--- src/rtl/boot_sequencer_if.sv ---
// Source-ROM read port and instruction-memory write port of the boot sequencer.
// master = sequencer side, slave = ROM/imem side.
interface boot_sequencer_if #(
  parameter int DATA_W = 32,
  parameter int ADDR_W = 6
);
  logic [ADDR_W-1:0] src_addr;
  logic              src_req;
  logic [DATA_W-1:0] src_data;
  logic              src_valid;
  logic              imem_we;
  logic [ADDR_W-1:0] imem_addr;
  logic [DATA_W-1:0] imem_wdata;

  modport master (
    output src_addr, src_req, imem_we, imem_addr, imem_wdata,
    input  src_data, src_valid
  );

  modport slave (
    input  src_addr, src_req, imem_we, imem_addr, imem_wdata,
    output src_data, src_valid
  );
endinterface

--- src/rtl/boot_sequencer.sv ---
// Program loader and run controller: copies a program into imem, holds the core in reset,
// then runs it until a self-loop halt or cycle limit. Optional checksum via BOOT_CHECKSUM_EN.
module boot_sequencer #(
  parameter int DATA_W     = 32,
  parameter int ADDR_W     = 6,
  parameter int CNT_W      = 16,
  parameter int RESET_HOLD = 2
) (
  input  logic              clk,
  input  logic              reset,
  input  logic              start,
  input  logic [ADDR_W:0]   prog_len,
  input  logic [CNT_W-1:0]  cycle_limit,
  boot_sequencer_if.master  bus,
  output logic              core_reset,
  input  logic [31:0]       core_pc,
  output logic              busy,
  output logic              done,
  output logic              timeout,
  output logic [CNT_W-1:0]  cycles,
  output logic [DATA_W-1:0] checksum
);

  localparam logic [ADDR_W:0] DEPTH = (ADDR_W+1)'(2**ADDR_W);
  localparam int              HW    = (RESET_HOLD < 2) ? 1 : $clog2(RESET_HOLD);
  localparam logic [HW-1:0]   HLAST = HW'(RESET_HOLD-1);

  typedef enum logic [2:0] {IDLE, LOAD, HOLD, RUN, DONE} state_t;

  state_t           state, state_nxt;
  logic [ADDR_W:0]  idx, idx_inc, len, len_clamp;
  logic [CNT_W-1:0] limit, cyc_inc;
  logic [HW-1:0]    hold_cnt;
  logic [31:0]      prev_pc;
  logic             pc_vld;
  logic             start_ok, wr, last_wr, hold_end, halt, lim_hit;

  assign start_ok  = start && (state == IDLE || state == DONE);
  assign len_clamp = (prog_len > DEPTH) ? DEPTH : prog_len;
  assign idx_inc   = idx + (ADDR_W+1)'(1);
  assign wr        = (state == LOAD) && bus.src_valid;
  assign last_wr   = wr && (idx_inc == len);
  assign hold_end  = (state == HOLD) && (hold_cnt == HLAST);
  assign cyc_inc   = (&cycles) ? cycles : cycles + CNT_W'(1);
  // pc_vld gates the first RUN edge, which only captures the PC
  assign halt      = (state == RUN) && pc_vld && (core_pc == prev_pc);
  assign lim_hit   = (state == RUN) && (limit != '0) && (cyc_inc == limit);

  always_ff @(posedge clk or negedge reset) begin
    if (!reset) state <= IDLE;
    else        state <= state_nxt;
  end

  always_comb begin
    state_nxt = state;
    unique case (state)
      IDLE, DONE: if (start_ok) state_nxt = (len_clamp != '0) ? LOAD : HOLD;
      LOAD:       if (last_wr)  state_nxt = HOLD;
      HOLD:       if (hold_end) state_nxt = RUN;
      RUN:        if (halt || lim_hit) state_nxt = DONE;
      default:    state_nxt = IDLE;
    endcase
  end

  always_comb begin
    bus.src_req    = 1'b0;
    bus.src_addr   = idx[ADDR_W-1:0];
    bus.imem_we    = 1'b0;
    bus.imem_addr  = idx[ADDR_W-1:0];
    bus.imem_wdata = '0;
    core_reset     = 1'b1;
    busy           = 1'b0;
    unique case (state)
      LOAD: begin
        bus.src_req    = 1'b1;
        bus.imem_we    = bus.src_valid;
        bus.imem_wdata = bus.src_valid ? bus.src_data : '0;
        busy           = 1'b1;
      end
      HOLD: busy = 1'b1;
      RUN: begin
        core_reset = 1'b0;
        busy       = 1'b1;
      end
      default: ;
    endcase
  end

  always_ff @(posedge clk or negedge reset) begin
    if (!reset) begin
      idx      <= '0;
      len      <= '0;
      limit    <= '0;
      hold_cnt <= '0;
      cycles   <= '0;
      done     <= 1'b0;
      timeout  <= 1'b0;
      prev_pc  <= '0;
      pc_vld   <= 1'b0;
    end else if (start_ok) begin
      idx      <= '0;
      len      <= len_clamp;
      limit    <= cycle_limit;
      hold_cnt <= '0;
      cycles   <= '0;
      done     <= 1'b0;
      timeout  <= 1'b0;
      pc_vld   <= 1'b0;
    end else begin
      unique case (state)
        LOAD: if (wr) idx <= idx_inc;
        HOLD: begin
          hold_cnt <= hold_cnt + HW'(1);
          pc_vld   <= 1'b0;
        end
        RUN: begin
          cycles  <= cyc_inc;
          prev_pc <= core_pc;
          pc_vld  <= 1'b1;
          if (halt)         done    <= 1'b1;
          else if (lim_hit) timeout <= 1'b1;
        end
        default: ;
      endcase
    end
  end

`ifdef BOOT_CHECKSUM_EN
  logic [DATA_W-1:0] sum;
  always_ff @(posedge clk or negedge reset) begin
    if (!reset)        sum <= '0;
    else if (start_ok) sum <= '0;
    else if (wr)       sum <= sum + bus.src_data;
  end
  assign checksum = sum;
`else
  assign checksum = '0;
`endif

endmodule
--- src/flat_wrapper.sv ---
// flat-port wrapper written by rule: the top's interface ports become plain ports
module boot_sequencer_flat 
#(
  parameter int DATA_W     = 32,
  parameter int ADDR_W     = 6,
  parameter int CNT_W      = 16,
  parameter int RESET_HOLD = 2
)
  (clk, reset, start, prog_len, cycle_limit, core_reset, core_pc, busy, done, timeout, cycles, checksum, bus_src_addr, bus_src_req, bus_imem_we, bus_imem_addr, bus_imem_wdata, bus_src_data, bus_src_valid);
  boot_sequencer_if #(.DATA_W(DATA_W), .ADDR_W(ADDR_W)) bus_i ();
  input  logic clk;
  input  logic reset;
  input  logic start;
  input  logic [ADDR_W:0] prog_len;
  input  logic [CNT_W-1:0] cycle_limit;
  output logic core_reset;
  input  logic [31:0] core_pc;
  output logic busy;
  output logic done;
  output logic timeout;
  output logic [CNT_W-1:0] cycles;
  output logic [DATA_W-1:0] checksum;
  output wire logic [$bits(bus_i.src_addr)-1:0] bus_src_addr;
  output wire logic [$bits(bus_i.src_req)-1:0] bus_src_req;
  output wire logic [$bits(bus_i.imem_we)-1:0] bus_imem_we;
  output wire logic [$bits(bus_i.imem_addr)-1:0] bus_imem_addr;
  output wire logic [$bits(bus_i.imem_wdata)-1:0] bus_imem_wdata;
  input wire logic [$bits(bus_i.src_data)-1:0] bus_src_data;
  input wire logic [$bits(bus_i.src_valid)-1:0] bus_src_valid;
  assign bus_src_addr = bus_i.src_addr;
  assign bus_src_req = bus_i.src_req;
  assign bus_imem_we = bus_i.imem_we;
  assign bus_imem_addr = bus_i.imem_addr;
  assign bus_imem_wdata = bus_i.imem_wdata;
  assign bus_i.src_data = bus_src_data;
  assign bus_i.src_valid = bus_src_valid;
  boot_sequencer #(.DATA_W(DATA_W), .ADDR_W(ADDR_W), .CNT_W(CNT_W), .RESET_HOLD(RESET_HOLD)) u_core (.clk(clk), .reset(reset), .start(start), .prog_len(prog_len), .cycle_limit(cycle_limit), .bus(bus_i), .core_reset(core_reset), .core_pc(core_pc), .busy(busy), .done(done), .timeout(timeout), .cycles(cycles), .checksum(checksum));
endmodule
--- config.mk ---
export PLATFORM = sky130hd
export DESIGN_NAME = boot_sequencer_flat
export DESIGN_NICKNAME = d
export VERILOG_FILES = /design/src/rtl/boot_sequencer_if.sv /design/src/rtl/boot_sequencer.sv /design/src/flat_wrapper.sv
export SDC_FILE = /design/constraint.sdc
export NUM_CORES = 1
export LEC_CHECK = 0
export CAP_MARGIN = 20
export CORE_MARGIN = 8
export CORE_UTILIZATION = 46
export DETAILED_ROUTE_END_ITERATION = 16
export GPL_TIMING_DRIVEN = 0
export PLACE_DENSITY_LB_ADDON = 0.15
export SLEW_MARGIN = 0
export SYNTH_ARGS = -nofsm -noshare
export SYNTH_HDL_FRONTEND = slang
export SYNTH_SLANG_ARGS = --single-unit
--- constraint.sdc ---
create_clock -name clk -period 2.85 [get_ports clk]
set_input_delay 0.855 -clock clk [delete_from_list [all_inputs] [get_ports clk]]
set_output_delay 0.855 -clock clk [all_outputs]
set_load 0.01 [all_outputs]
==> results of run 1 <==
per-stage QoR:
step / TNS [ps] / setup slack (ps) / std cells
after floorplan: 0 / 248 / 677
after global placement: -198330 / -2160 / 976
after detailed placement: -17150 / -522 / 977
after CTS: 0 / 0.622 / 992
after global routing: -1.72 / -1.72 / 994
final: 0 / 62.0 / 994
area by class of cell:
class / instances / area (um^2)
Clock inverter: 4 / 48.8
Inverter: 9 / 46.3
Clock buffer: 11 / 243
Multi-Input combinational cell: 503 / 2960
Tap cell: 143 / 179
Sequential cell: 85 / 2130
Timing Repair Buffer: 164 / 1620
Buffer: 75 / 499
Fill cell: 976 / 3740
power by group through the flow:
| stage | Sequential, mW | Combinational [mW] | Clock, mW |
|---|---|---|---|
| detailed placement | 1.30 | 0.492 | 0 |
| CTS | 1.28 | 0.499 | 1.19 |
| global route | 1.29 | 0.547 | 1.24 |
| floorplan | 1.31 | 0.243 | 0 |
| global placement | 1.30 | 0.480 | 0 |
| finish | 1.28 | 0.502 | 1.16 |
worst min path at each step:
stage,start,end,slack (ps),depth (start not counted)
floorplan,u_core.len[1],u_core.len[1],460,2
global placement,u_core.prev_pc[27],u_core.prev_pc[27],480,2
detailed placement,u_core.len[0],u_core.len[0],480,2
CTS,reset,u_core.cycles[7],420,1
global route,reset,u_core.cycles[7],430,1
finish,reset,u_core.cycles[7],420,1
cells in the final DEF (no fill, tap or decap), types with 31 or more instances in the layout:
master,instances
nand2_1,175
clkdlybuf4s50_1,121
dfrtp_1,80
buf_4,52
and3_1,38
xnor2_1,33
conb_1,32
dlygate4sd2_1,31
worst reg2reg max path: stages (launching register included):
cell and delay, ps:
dfrtp_2 460, ha_4 210, nand3_4 150, nor4_4 60, buf_4 170, buf_4 150, a311o_1 350, a2111oi_4 380
nand4b_4 170, nor4_4 370, a311o_1 170
logic make-up (layout without fill, tap and decap cells):
kind of cell,Yosys count,count (layout),synth area share
muxes,4,4,0.00783
adders and majority gates,2,2,0.00461
DFF,85,85,0.392
and+or+nand+nor,325,325,0.300
xor gates and xnor gates,62,62,0.100
buffers and inverters,89,263,0.0944
AOI/OAI and AO/OA,78,78,0.101
other,1,32,0.000690
layer usage:
metal | GRT usage | part of all wire | vias up
met5 | 0 | 0 | -
met4 | 0.0836 | 0.026 | 0
met3 | 0.0511 | 0.051 | 31
met2 | 0.382 | 0.54 | 155
met1 | 0.233 | 0.39 | 2423
li1 | - | - | 2536
state kept, by name, indices dropped and copies added (netlist names), 3 cells and up:
name / flops
u_core.prev_pc: 32
u_core.limit: 16
u_core.cycles: 16
u_core.state: 3
u_core.idx: 7
u_core.len: 7
what timing repair did:
action	CTS	global route
buffers inserted	5	2
setup endpoints to repair	39	7
resized for setup	59	9
pin swaps	2	2
hold buffers	0	0
==> impl_metrics.yaml, run 1 <==
status:
  status: "completed"
detailed_routing:
  wl_per_cell_um: 17.0
  drt_first_pass_iters: 5
  drt_iter0_drc: 340
  via_count: 5145
  drc_errors: 0
  wirelength_um: 16900
  drtAntennaViolNets: 0
  vias_per_cell: 5.18
pwr:
  clkPwrFrac: 0.394
  pwr-share-comb: 0.170
  p_sw_frac: 0.251
  p_leak_nw: 3.86
  power_density_nw_per_um2: 382
  total_power_mw: 2.95
  switching_power_mw: 0.738
  pwr-share-seq: 0.435
  ir_drop_v: 0.000312
  intPower_mw: 2.21
sta:
  period_share: 0.978
  hold_viol: 0
  rsz0062_at_grt: "yes"
  slew_violations: 0
  relSlewSlack: 0.594
  worst_slew_pin_slew_ps: 604
  setup_viol: 0
  finClkSkew_ps: 4.43
  fmax_mhz: 359
  period_minus_slack_ps: 2790
  fin_hold_ws_ps: 419
critical_path:
  crit_type: "input port to primary output"
  slowest_stage: "clkdlybuf4s50_1"
  crit_cells: 4
  cp_max_fo: 10
  timing.rr.end: "u_core.state[2]"
  critical_path.top_delay_family: "buffers and inverters"
  endpoint: "bus_imem_we"
  start_kind: "input port"
  worst_ep_required_time_ps: 2000
  reg2reg_from: "u_core.cycles[0]"
  regToRegSetupSlack_ps: 150
  r2r_cells: 10
  setup.worst_path.end_class: "primary output"
  startpoint: "bus_src_valid"
  worstPathArrival_ps: 1930
  critPathBufInv: 3
  cp_cell_sequence: "clkdlybuf4s15_2 > nand2_4 > inv_2 > clkdlybuf4s50_1"
  slowest_delay_ps: 540
cts:
  clkTransAtPathRegs_ps: 60
  cts_buffers: 9
  clk_path_buf_depth: 2
  clkLatencyLatePin_ps: 350
  cts.sinks: 85
  cts_root_buf: "clkbuf_16"
  cts_tree: "built"
  cts_htree_levels: 3
yosys:
  netlist_area_um2: 5430
  yosysTopAreaCell: "dfrtp_1"
  synthCells: 646
  ys_types: 61
  ys_seq_area_frac: 0.392
  synth_warnings: 0
  async_flop_share: 1.00
  syn-mean-instance-area_um2: 8.41
  synth.top_cells.by_count: "nand2_1, dfrtp_1, buf_4"
  yosys_most_used_dff: "dfrtp_1"
  post-synth-top-area-fraction: 0.392
  synthTopCellsByArea: "dfrtp_1, nand2_1, buf_4, xnor2_1, xor2_1"
  yosysMostFrequentCell: "nand2_1"
  synth_edf_count: 0
  synth_seq_cells: 85
floorplan:
  start_util: 0.474
  die_area_um2: 15500
  ios: 189
  rows: 39
  die_h_um: 125
  core-area_um2: 11500
  die_width_um: 125
grt:
  grt_pass1_wl_um: 26800
  grt_max_degree: 62
  grt_antenna_before_repair: 0
  grt_pass1_vias: 5113
  grt.total_usage: 0.212
  grt_overflow: 0
run:
  cap_viol_max_count: 0
layout:
  fin_nets: 940
  fin_util: 0.674
  drive_gt1_frac: 0.130
  antenna_cells: 0
  stdcell_area_um2: 7720
  syn_to_final_growth_pct: 42.2
placed_design:
  dpl_cell_area_um2: 7310
  dp_hpwl_um: 13100
  portBuffers: 156
  gp_congestion: 0.868
hold_path:
  hp-class: "input port to async pin"
Note: power is estimated with default switching activity, not from simulation.
==> run 2: changes to the inputs <==
CORE_UTILIZATION = 55   (was 46)
DONT_BUFFER_PORTS = 1   (was default)
clock period = 3 ns   (was 2.85 ns; I/O delays follow)
==> run 2 against run 1 <==
Count of clock-buffer cells in the layout fell by 2. Non-clock buffer count fell by 158. Setup slack improved by 75 ps. Critical endpoint is now core_reset. Largest cell class unchanged.
==> impl_metrics.yaml, run 2 (synthesized netlist as in run 1, its figures left out) <==
status:
  status: "completed"
critical_path:
  cp_cell_sequence: "clkbuf_1 > and3b_1 > buf_2 > clkinv_2 > clkbuf_2"
  worstPathArrival_ps: 1960
  cp_max_fo: 10
  setup.worst_path.end_class: "primary output"
  critPathBufInv: 4
  start_kind: "flop"
  slowest_delay_ps: 370
  critical_path.top_delay_family: "buffers and inverters"
  slowest_stage: "dfrtp_1"
  worst_ep_required_time_ps: 2100
  crit_type: "flop to primary output"
pwr:
  ir_drop_v: 0.000292
  total_power_mw: 2.43
  power_density_nw_per_um2: 405
  p_leak_nw: 2.97
sta:
  fmax_mhz: 349
  worst_slew_pin_slew_ps: 564
  hold_viol: 0
  fin_ws_ps: 137
  finClkSkew_ps: 11.0
  fin_hold_ws_ps: 222
  setup_viol: 0
  period_minus_slack_ps: 2860
  fin_tns_setup_ps: 0
  period_share: 0.954
  relSlewSlack: 0.620
  slew_violations: 0
  rsz0062_at_grt: "no"
layout:
  layout_common_cells: "nand2_1, dfrtp_1, buf_4"
  antenna_cells: 0
  reg.largest.list: "u_core.prev_pc (32), u_core.cycles (16), u_core.limit (16)"
  stdcell_count: 827
  final_common_cell: "nand2_1"
  top_register: "u_core.prev_pc"
  syn_to_final_growth_pct: 10.3
  drive_gt1_frac: 0.144
  stdcell_area_um2: 5990
  fillCellCount: 865
  largest_reg_flops: 32
  fin_util: 0.619
  fin_nets: 782
detailed_routing:
  drtAntennaViolNets: 0
  wl_per_cell_um: 18.1
  drt_first_pass_iters: 5
  wirelength_um: 15000
  drc_errors: 0
  via_count: 4568
  drt_iter0_drc: 313
  vias_per_cell: 5.52
floorplan:
  start_util: 0.561
  die_width_um: 115
  rows: 36
  ios: 189
  die_area_um2: 13300
  die_h_um: 115
  core-area_um2: 9680
cts:
  cts_tree: "built"
  clkLatencyLatePin_ps: 360
  cts.sinks: 85
  cts_htree_levels: 3
  cts_root_buf: "clkbuf_8"
  cts_buffers: 9
  clkTransAtPathRegs_ps: 90
  clk_path_buf_depth: 2
hold_path:
  hp-class: "input port to async pin"
placed_design:
  dp_hpwl_um: 11400
  portBuffers: 0
  placed_cells: 810
  dpl_cell_area_um2: 5720
  gp_congestion: 0.893
  pre_cts_ws_ps: -37.3
grt:
  grt_pass1_vias: 4389
  grt_overflow: 0
  grt_antenna_before_repair: 0
  grt_max_degree: 86
  grt-busiest-layer: "met2"
  met3_usage: 0.0536
  grtUsageMet2: 0.351
  grt_pass1_wl_um: 23100
  use_met1: 0.289
  grt.total_usage: 0.222
run:
  cap_viol_max_count: 0
-- run 2: cell types whose count changed in the layout (fill, tap and decap cells not counted), sizes merged --
cell,change
buf,-5
bufinv,+1
clkdlybuf4s15,-1
clkdlybuf4s50,-121
clkinv,-1
dlygate4sd2,-31
dlymetal6s2s,-2
inv,+3
-- run 2: timing repair --
action                                  CTS  global route
setup buffers                             2             2
endpoints found under the setup margin   34            35
hold buffers                              0             0
resized for setup                         5             6
pin swaps                                 1             1
-- run 2: path summary, 6_finish.rpt --
kind | from | end | slack, ps | cells after the start
max | u_core.state[2] | core_reset | 140 | 5
max reg2reg | u_core.cycles[12] | u_core.state[2] | 190 | 8
max in group asynchronous | reset | u_core.limit[4] | 2630 | 0
min in group clk | u_core.len[1] | u_core.len[1] | 490 | 2
min reg2reg | u_core.len[1] | u_core.len[1] | 490 | 2
min | reset | u_core.prev_pc[27] | 220 | 0
-- run 2: layout make-up --
cell class,instances,area (um^2),share of cell area
Buffer,77,472,0.0787
Clock buffer,9,124,0.0207
Clock inverter,7,96.3,0.0161
Inverter,9,35.0,0.00585
Multi-Input combinational cell,503,2930,0.488
Sequential cell,85,2130,0.355
Tap cell,133,166,0.0278
Timing Repair Buffer,4,42.5,0.00710
-- run 2: layer usage --
layer	vias up	wire length (um)
met5	-	0
met4	0	293
met3	22	1030
met2	147	7330
met1	2186	6330
li1	2213	-
-- run 2: report_power, final --
| group | total, mW | internal [mW] | switching (mW) |
|---|---|---|---|
| logic | 0.278 | 0.121 | 0.156 |
| clock network | 0.923 | 0.475 | 0.447 |
| registers | 1.23 | 1.18 | 0.0447 |
| total | 2.43 | 1.78 | 0.648 |
==> run 3: changes to the inputs <==
SKIP_CTS_REPAIR_TIMING = 1   (was default)
clock period = 3.1 ns   (was 3 ns; I/O delays follow)
==> run 3 against run 2 <==
Total power decreased by 3.3%. Core utilization decreased by 0.18 points. Clock power decreased by 3.6%. Critical path depth decreased by 1. Register-to-register slack about the same. Critical path type unchanged. Largest power group unchanged. Non-clock buffer count decreased by 1. Sequential cell count unchanged.
==> impl_metrics.yaml, run 3 (synthesized netlist as in run 1, its figures left out) <==
status:
  status: "completed"
critical_path:
  cp_max_fo: 10
  cpMostUsedCell: "clkbuf_1"
  start_kind: "flop"
  worst_ep_required_time_ps: 2170
  critPathBufInv: 2
  crit_cells: 4
  setup.worst_path.end_class: "primary output"
  cp_cell_sequence: "clkbuf_1 > nor3_4 > clkbuf_1 > and3_1"
  slowest_stage: "nor3_4"
  worstPathArrival_ps: 2000
  crit_type: "flop to primary output"
  slowest_delay_ps: 410
  r2r_cells: 8
  critical_path.top_delay_family: "simple AND/OR/NAND/NOR gates"
grt:
  grt_pass1_wl_um: 22900
  grt.total_usage: 0.220
  grt-busiest-layer: "met2"
  grt_overflow: 0
  grt_max_degree: 86
  grt_antenna_before_repair: 0
  grtUsageMet2: 0.346
  use_met1: 0.288
  met3_usage: 0.0525
  grt_pass1_vias: 4380
sta:
  slew_violations: 0
  hold_viol: 0
  relSlewSlack: 0.623
  period_share: 0.946
  worst_slew_pin_slew_ps: 560
  rsz0062_at_grt: "no"
  setup_viol: 0
  fmax_mhz: 341
  period_minus_slack_ps: 2930
  finClkSkew_ps: 11.6
cts:
  cts_htree_levels: 3
  cts_root_buf: "clkbuf_8"
  clkLatencyLatePin_ps: 360
  clk_path_buf_depth: 2
  cts_tree: "built"
  cts_buffers: 9
  cts.sinks: 85
  clkTransAtPathRegs_ps: 90
placed_design:
  portBuffers: 0
  gp_congestion: 0.893
  dp_hpwl_um: 11400
pwr:
  power_density_nw_per_um2: 393
  total_power_mw: 2.35
  p_leak_nw: 2.96
  ir_drop_v: 0.000283
detailed_routing:
  wirelength_um: 15100
  via_count: 4584
  drt_iter0_drc: 329
  drc_errors: 0
  drt_first_pass_iters: 5
  wl_per_cell_um: 18.2
  vias_per_cell: 5.54
  drtAntennaViolNets: 0
layout:
  fillCellCount: 866
  antenna_cells: 0
  fin_nets: 782
  layout_common_cells: "nand2_1, dfrtp_1, buf_4"
  fin_util: 0.617
  drive_gt1_frac: 0.138
  largest_reg_flops: 32
  final_common_cell: "nand2_1"
  top_register: "u_core.prev_pc"
  syn_to_final_growth_pct: 9.95
  reg.largest.list: "u_core.prev_pc (32), u_core.cycles (16), u_core.limit (16)"
floorplan:
  die_area_um2: 13300
  ios: 189
  die_width_um: 115
  start_util: 0.561
  die_h_um: 115
  rows: 36
  core-area_um2: 9680
run:
  cap_viol_max_count: 0
hold_path:
  hp-class: "input port to async pin"
-- run 3: cell types whose count changed in the layout (fill, tap and decap cells not counted) --
| cell | before | now |
|---|---|---|
| clkinv_2 | 3 | 2 |
| dfrtp_1 | 83 | 85 |
| buf_2 | 8 | 9 |
| nand2_2 | 2 | 1 |
| clkinvlp_4 | 0 | 1 |
| nand2_1 | 175 | 176 |
| nor3_1 | 5 | 6 |
| clkbuf_2 | 3 | 2 |
| buf_12 | 1 | 0 |
| dfrtp_2 | 2 | 0 |
-- run 3: layout make-up --
| class | instances | area, um^2 | share of cell area |
|---|---|---|---|
| Buffer | 77 | 472 | 0.0790 |
| Inverter | 9 | 37.5 | 0.00628 |
| Tap cell | 133 | 166 | 0.0279 |
| Clock buffer | 9 | 124 | 0.0207 |
| Clock inverter | 7 | 96.3 | 0.0161 |
| Timing Repair Buffer | 3 | 22.5 | 0.00377 |
| Multi-Input combinational cell | 504 | 2930 | 0.490 |
| Sequential cell | 85 | 2130 | 0.356 |
-- run 3: path summary, 6_finish.rpt --
kind / startpoint / end / slack, ps
worst max-delay path: u_core.state[2] / bus_imem_wdata[20] / 170
worst min-delay path: reset / u_core.prev_pc[31] / 250
worst max register to register: u_core.cycles[12] / u_core.state[2] / 200
worst min register to register: u_core.len[1] / u_core.len[1] / 490
max in group asynchronous: reset / u_core.limit[0] / 2690
min in group clk: u_core.len[1] / u_core.len[1] / 490
-- run 3: stage by stage --
stage                     setup WS, ps  hold slack, ps  area, um^2  setup TNS, ps  instances
after detailed placement          62.7             476        5720              0        810
after global routing              1.83             221        5970              0        827
after global placement            80.2             477        5720              0        810
after floorplan                    498             458        5550              0        677
after CTS                         -118             236        5940          -1610        826
final                              167             251        5970              0        827
-- run 3: power breakdown --
| part | total, mW | switching (mW) | leakage [nW] | internal, mW |
|---|---|---|---|---|
| sequential | 1.19 | 0.0433 | 1.03 | 1.14 |
| clock | 0.890 | 0.430 | 0.114 | 0.460 |
| combinational | 0.269 | 0.151 | 1.82 | 0.118 |
-- run 3: metal layers --
metal,vias to the layer above,wire length [um]
met1,2194,6350
li1,2218,-
met2,145,7380
met5,-,0
met3,27,1010
met4,0,335
